==> src/rtl/four_banks_pkg.sv <==
// four_banks_pkg: shared definitions for the four-bank byte read mux and
// the four_banks_writer. Provides word/byte geometry, the bank_sel encoding,
// the writer state enum, the write-request payload and small helpers.
package four_banks_pkg;

    localparam int unsigned BYTE_W    = 8;
    localparam int unsigned WORD_W    = 32;
    localparam int unsigned NUM_BANKS = 4;
    localparam int unsigned LANES     = WORD_W / BYTE_W;
    localparam int unsigned SEL_W     = 2;

    // bank_sel encoding
    localparam logic [SEL_W-1:0] BANK01 = 2'b00;
    localparam logic [SEL_W-1:0] BANK02 = 2'b01;
    localparam logic [SEL_W-1:0] BANK03 = 2'b10;
    localparam logic [SEL_W-1:0] BANK04 = 2'b11;

    // Writing this lane closes the word
    localparam logic [SEL_W-1:0] LANE_TOP = 2'b11;

    typedef enum logic [1:0] {
        IDLE   = 2'd0,
        FILL   = 2'd1,
        COMMIT = 2'd2
    } state_e;

    // One write pulse towards the bank arrays
    typedef struct packed {
        logic [NUM_BANKS-1:0] bank_we;
        logic [LANES-1:0]     be;
        logic [WORD_W-1:0]    data;
    } wr_req_t;

    // One-hot write strobe for a bank_sel code
    function automatic logic [NUM_BANKS-1:0] bank_onehot(input logic [SEL_W-1:0] sel);
        logic [NUM_BANKS-1:0] oh;
        oh = '0;
        case (sel)
            BANK01:  oh = 4'b0001;
            BANK02:  oh = 4'b0010;
            BANK03:  oh = 4'b0100;
            BANK04:  oh = 4'b1000;
            default: oh = '0;
        endcase
        return oh;
    endfunction

    // Expand per-byte enables into a bit mask over the word
    function automatic logic [WORD_W-1:0] be_to_mask(input logic [LANES-1:0] be);
        logic [WORD_W-1:0] m;
        m = '0;
        for (int i = 0; i < int'(LANES); i++) begin
            m[i*BYTE_W +: BYTE_W] = {BYTE_W{be[i]}};
        end
        return m;
    endfunction

endpackage

==> src/rtl/byte_stager.sv <==
// byte_stager: 32-bit staging word, per-lane fill mask and stage bank.
// Ports:
//   clk, rst        clock, synchronous active-high reset
//   wr_en           write data into lane this cycle
//   clr             discard the staged word (mask, data, bank)
//   lane, data      target lane and byte for wr_en
//   bank            bank latched when the first byte enters an empty stage
//   stage_bank      registered stage bank
//   next_*_c        stage contents including this cycle's write (combinational)
module byte_stager
    import four_banks_pkg::*;
(
    input  logic              clk,
    input  logic              rst,
    input  logic              wr_en,
    input  logic              clr,
    input  logic [SEL_W-1:0]  lane,
    input  logic [BYTE_W-1:0] data,
    input  logic [SEL_W-1:0]  bank,
    output logic [SEL_W-1:0]  stage_bank,
    output logic [WORD_W-1:0] next_word_c,
    output logic [LANES-1:0]  next_mask_c,
    output logic [SEL_W-1:0]  next_bank_c
);

    logic [WORD_W-1:0] word;
    logic [LANES-1:0]  mask;

    // Merge this cycle's byte; repeated lane writes overwrite, mask unchanged
    always_comb begin
        next_word_c = word;
        next_mask_c = mask;
        next_bank_c = stage_bank;
        if (wr_en) begin
            for (int i = 0; i < int'(LANES); i++) begin
                if (lane == SEL_W'(i)) begin
                    next_word_c[i*BYTE_W +: BYTE_W] = data;
                end
            end
            next_mask_c[lane] = 1'b1;
            if (mask == '0) begin
                next_bank_c = bank;
            end
        end
    end

    always_ff @(posedge clk) begin
        if (rst || clr) begin
            word       <= '0;
            mask       <= '0;
            stage_bank <= '0;
        end else begin
            word       <= next_word_c;
            mask       <= next_mask_c;
            stage_bank <= next_bank_c;
        end
    end

endmodule

==> src/rtl/four_banks_writer.sv <==
// four_banks_writer: packs a byte stream (bank/lane addressed, valid/ready)
// into a 32-bit stage and commits it to one of four banks as a one-cycle
// write pulse with byte enables.
// Parameters:
//   FLUSH_TIMEOUT   idle cycles in FILL before a partial word is flushed
//                   (2..255, only with FOUR_BANKS_AUTO_FLUSH_EN defined)
// Macros:
//   FOUR_BANKS_AUTO_FLUSH_EN  enables the idle auto-flush counter
// Ports:
//   clk, rst        clock, synchronous active-high reset
//   in_valid/ready  byte handshake; in_ready drops during COMMIT, reset and
//                   for a bank conflict
//   in_byte         data byte
//   bank_sel        target bank (00..11 -> Bank01..Bank04)
//   byte_sel        byte lane (00 -> [7:0] .. 11 -> [31:24])
//   in_last         commit after this byte
//   wr_data, wr_be  registered write word and byte enables (zero when idle)
//   bank_we         registered one-hot bank write strobe
module four_banks_writer
    import four_banks_pkg::*;
#(
    parameter int unsigned FLUSH_TIMEOUT = 16
) (
    input  logic              clk,
    input  logic              rst,
    input  logic              in_valid,
    output logic              in_ready,
    input  logic [BYTE_W-1:0] in_byte,
    input  logic [SEL_W-1:0]  bank_sel,
    input  logic [SEL_W-1:0]  byte_sel,
    input  logic              in_last,
    output logic [WORD_W-1:0] wr_data,
    output logic [LANES-1:0]  wr_be,
    output logic [NUM_BANKS-1:0] bank_we
);

    state_e            state;
    wr_req_t           wr_q;
    logic [SEL_W-1:0]  stage_bank;
    logic [WORD_W-1:0] next_word_c;
    logic [LANES-1:0]  next_mask_c;
    logic [SEL_W-1:0]  next_bank_c;
    logic              conflict_c;
    logic              accept_c;
    logic              trigger_c;
    logic              flush_c;
    logic              commit_c;
    logic              stage_clr;

    // A different bank offered against a partial stage forces a flush first
    assign conflict_c = (state == FILL) && in_valid && (bank_sel != stage_bank);
    assign in_ready   = !rst && ((state == IDLE) || ((state == FILL) && !conflict_c));
    assign accept_c   = in_valid && in_ready;
    assign trigger_c  = accept_c && ((byte_sel == LANE_TOP) || in_last);
    assign commit_c   = trigger_c || conflict_c || flush_c;
    assign stage_clr  = (state == COMMIT);

    byte_stager u_stager (
        .clk         (clk),
        .rst         (rst),
        .wr_en       (accept_c),
        .clr         (stage_clr),
        .lane        (byte_sel),
        .data        (in_byte),
        .bank        (bank_sel),
        .stage_bank  (stage_bank),
        .next_word_c (next_word_c),
        .next_mask_c (next_mask_c),
        .next_bank_c (next_bank_c)
    );

`ifdef FOUR_BANKS_AUTO_FLUSH_EN
    localparam logic [7:0] TIMEOUT_CNT = 8'(FLUSH_TIMEOUT);

    logic [7:0] idle_cnt;

    // Counts non-accept cycles in FILL, saturating at the timeout
    always_ff @(posedge clk) begin
        if (rst || (state != FILL) || accept_c) begin
            idle_cnt <= '0;
        end else if (idle_cnt != TIMEOUT_CNT) begin
            idle_cnt <= idle_cnt + 8'd1;
        end
    end

    assign flush_c = (state == FILL) && !accept_c && (idle_cnt == TIMEOUT_CNT);
`else
    logic [7:0] unused_flush_timeout;

    assign unused_flush_timeout = 8'(FLUSH_TIMEOUT);
    assign flush_c              = 1'b0;
`endif

    // FSM; the write pulse is loaded on the edge that enters COMMIT
    always_ff @(posedge clk) begin
        if (rst) begin
            state <= IDLE;
            wr_q  <= '0;
        end else begin
            wr_q <= '0;
            case (state)
                IDLE, FILL: begin
                    if (commit_c && (next_mask_c != '0)) begin
                        state        <= COMMIT;
                        wr_q.bank_we <= bank_onehot(next_bank_c);
                        wr_q.be      <= next_mask_c;
                        wr_q.data    <= next_word_c & be_to_mask(next_mask_c);
                    end else if (accept_c) begin
                        state <= FILL;
                    end
                end
                COMMIT:  state <= IDLE;
                default: state <= IDLE;
            endcase
        end
    end

    assign wr_data = wr_q.data;
    assign wr_be   = wr_q.be;
    assign bank_we = wr_q.bank_we;

endmodule

==> config.mk <==
export PLATFORM = sky130hd
export DESIGN_NAME = four_banks_writer
export DESIGN_NICKNAME = d
export VERILOG_FILES = /design/src/rtl/four_banks_pkg.sv /design/src/rtl/byte_stager.sv /design/src/rtl/four_banks_writer.sv
export SDC_FILE = /design/constraint.sdc
export NUM_CORES = 1
export LEC_CHECK = 0
export BUFFER_PORTS_ARGS = -buffer_cell sky130_fd_sc_hd__buf_4
export CORE_MARGIN = 3
export CORE_UTILIZATION = 57
export DETAILED_ROUTE_END_ITERATION = 7
export PLACE_DENSITY = 0.87
export REMOVE_ABC_BUFFERS = 1
export SYNTH_ARGS = -nofsm -noshare
export SYNTH_HDL_FRONTEND = slang
export SYNTH_HIERARCHICAL = 1
export SYNTH_SLANG_ARGS = --single-unit
==> constraint.sdc <==
create_clock -name clk -period 4.2 [get_ports clk]
set_input_delay 0.42 -clock clk [delete_from_list [all_inputs] [get_ports clk]]
set_output_delay 0.42 -clock clk [all_outputs]
set_load 0.005 [all_outputs]
==> run metrics <==
Clock Skew=0.00803 ns; Max Cap Viol=0; Post-Syn Area=2790 sq um; Sw Pwr=0.306 mW; final antenna diode count=0; fill cell count=323; Synth cell types=32; Vias/cell=4.99; Die Area=5770 sq um; Initial Utilization=61.5%; Hold Path Class=in -> reg; RePlAce Congestion=0.734; total power=1.41 mW; worst r2r dst=bank_we[2]; clock latency on the worst-skew pair=0.34 ns; final WL=5.29 mm; FF-to-FF Start=u_stager/stage_bank[1]; largest family of logic cells by synthesized area=simple AND/OR/NAND/NOR gates; Post-Place Worst Slack=1.44 ns; clk buf depth=2; antenna violations before repair=0; Final Hold Slack=0.269 ns; setup TNS=0 ns; relative slew slack=46.3%; Final Net Count=309; first-pass GRT wire length=8.83 mm; Post-CTS Resized=0; CP Capture Type=register; port bufs=56; Top-Level Pins=57; largest net degree at the start of global routing=42; Yosys reg bits=80; Clk network pwr share=38.0%; Tightest Pin Transition=0.803 ns; Sw Ratio=21.7%; gr usage total=19.6%; Setup Buffers After CTS=0; endpoints failing hold=0; Remaining Overflow, GRT=0; Pre-Repair DR Iteration Count=4; flop2flop setup slack=1.67 ns; Reg clk slew, reported paths=0.07 ns; Achievable Freq=395 MHz; Synth Area in Compound Gates=2.60%; Comb pwr share=6.9%; CTS tree=done; crit share post-route=60.3%; post-synthesis xor/xnor area fraction=0.628%; WL per Instance=14.6 um; Die H=76.0 um; Iter 0 DRT Violations=79; Layout area overhead=23.4%; Worst EP arrival=2.83 ns; yosys warns=6; Finished Layout Cells=362; fin. max-slew vios=0; P per Cell Area=408 nW/um^2; crit path to=bank_we[2]; CP max FO=11; vias in the first global route=1762; crit path from=u_stager/stage_bank[1]; RSZ-0062 raised after global routing=false; drt drc=0; top_reg_cell synth=dfxtp_1; Num CTS Buffers=9; cells after synthesis=233; Post-synth ARST share=0%; leakage power=1.67 nW; Critical Path RT=4.49 ns; CP startpoint kind=register; dpl hpwl=3.60 mm; antenna viol nets, final=0; htree depth=3; VDD IR max=0.444 mV; sequential share of power=55.1%; die width=76.0 um; post-synthesis mux area share=12.9%; Post-synth EDFFs=0; share of cells above drive strength 1=43.4%; Post-Synth Simple-Gate Area=24.6%; FF/Latch Area=1600 sq um; Post-CTS Hold Buffers=0; setup ws final=1.67 ns; Site Rows=24; R2R depth=7; adder-cell share of the synthesized area=0%; CTS Sinks=80; Syn Area/Cell=12.0 sq um; clock root buffer master=clkbuf_8; DR vias=1806; post-layout min period=2.53 ns; setup violators final=0; Power Internal=1.10 mW; core area=4530 sq um; sequential share of the synthesized area=57.4%; outcome=finished, final reports clean; CP Class=reg -> reg; post-placement cell count=347; multi-input logic area=1140 sq um
## worst max-delay path: stages (launching register included)
cell and delay (ns):
dfxtp_1 0.32, xor2_1 0.16, o21ai_2 0.24, nor2b_1 0.50, nor3b_4 0.55, or2_2 0.33
nor4_4 0.08, and4bb_2 0.31
## synth_stat cells, types with 2 or more instances
library cell  instances  area [sq um]
clkbuf_2              3          15.0
nand2b_1              3          18.8
a21oi_1               5          25.0
and3_2               16           120
and3_1               16           100
o21ai_0               3          15.0
xor2_1                2          17.5
and2_1               40           250
nand3_1               2          10.0
nor2b_1               3          18.8
nand3b_2              2          22.5
dfxtp_1              80          1600
or2_2                 2          12.5
nor2_1                2          7.51
inv_1                 2          7.51
nand2_1               3          11.3
mux2_2               32           360
clkbuf_1              3          11.3
## routing by layer
metal / GRT usage (%) / share of wire (%) / up-vias
met4: 7.61 / 1.7 / 0
met2: 31.6 / 48 / 49
met5: 0 / 0 / -
met1: 24.0 / 44 / 839
met3: 7.23 / 5.9 / 5
li1: - / - / 913
## placed cells by master (no fill, tap or decap)
cell type	n
a21oi_1	5
inv_1	2
nor2_1	2
nand3_1	2
clkinvlp_4	1
and4bb_2	1
nand3b_2	2
nand2b_1	3
buf_4	57
and3_2	16
and4b_1	1
nor4_4	1
clkinv_2	1
nor4_1	1
and2_1	40
and3_1	16
bufinv_16	1
mux2_2	32
o21ai_0	3
or2_2	2
and4bb_1	1
or4_1	1
xor2_1	2
a21oi_4	1
nor4b_2	1
nor2b_1	3
clkbuf_1	2
o21ai_2	1
dfxtp_1	80
o21a_1	1
nand2_1	3
nor3b_4	1
clkbuf_8	10
nand3_2	1
## logic make-up (layout without fill, tap and decap cells)
group	Yosys count	after routing
flops	80	80
simple gates	98	98
compound gates	11	11
xor+xnor	2	2
buf+inv	10	74
mux	32	32
## state kept, by name, indices dropped and copies added, names as in the netlist
| register | count |
|---|---|
| bank_we | 4 |
| u_stager/mask | 4 |
| wr_data | 32 |
| wr_be | 4 |
| state | 2 |
| u_stager/stage_bank | 2 |
| u_stager/word | 32 |
## final cells by class
| type | count | share of cell area (%) |
|---|---|---|
| Multi-Input combinational cell | 143 | 33.0 |
| Clock inverter | 3 | 1.24 |
| Timing Repair Buffer | 57 | 12.4 |
| Inverter | 2 | 0.218 |
| Sequential cell | 80 | 46.5 |
| Tap cell | 65 | 2.36 |
| Clock buffer | 12 | 4.22 |
## per-stage QoR
step	area, sq um	util (%)
after floorplan	2750	-
after global routing	3440	75.9
final	3440	75.9
after CTS	3440	75.9
after global placement	3250	71.8
after detailed placement	3250	71.8
## worst min-delay path by stage
stage,cells after the start,from,endpoint
5_1_grt,2,in_valid,state[0]
4_1_cts,2,in_valid,state[0]
6_report,2,in_valid,state[0]
3_3_place_gp,2,u_stager/stage_bank[0],u_stager/stage_bank[0]
2_1_floorplan,2,u_stager/stage_bank[0],u_stager/stage_bank[0]
3_5_place_dp,2,u_stager/stage_bank[1],u_stager/stage_bank[1]
## power groups by stage
stage               combinational (mW)  clock (mW)  sequential (mW)
floorplan                       0.0580           0            0.791
global placement                0.0936           0            0.792
detailed placement              0.0966           0            0.792
CTS                             0.0969       0.548            0.774
global route                     0.106       0.579            0.776
finish                          0.0967       0.534            0.775
Power figures use the tool's default switching activity.
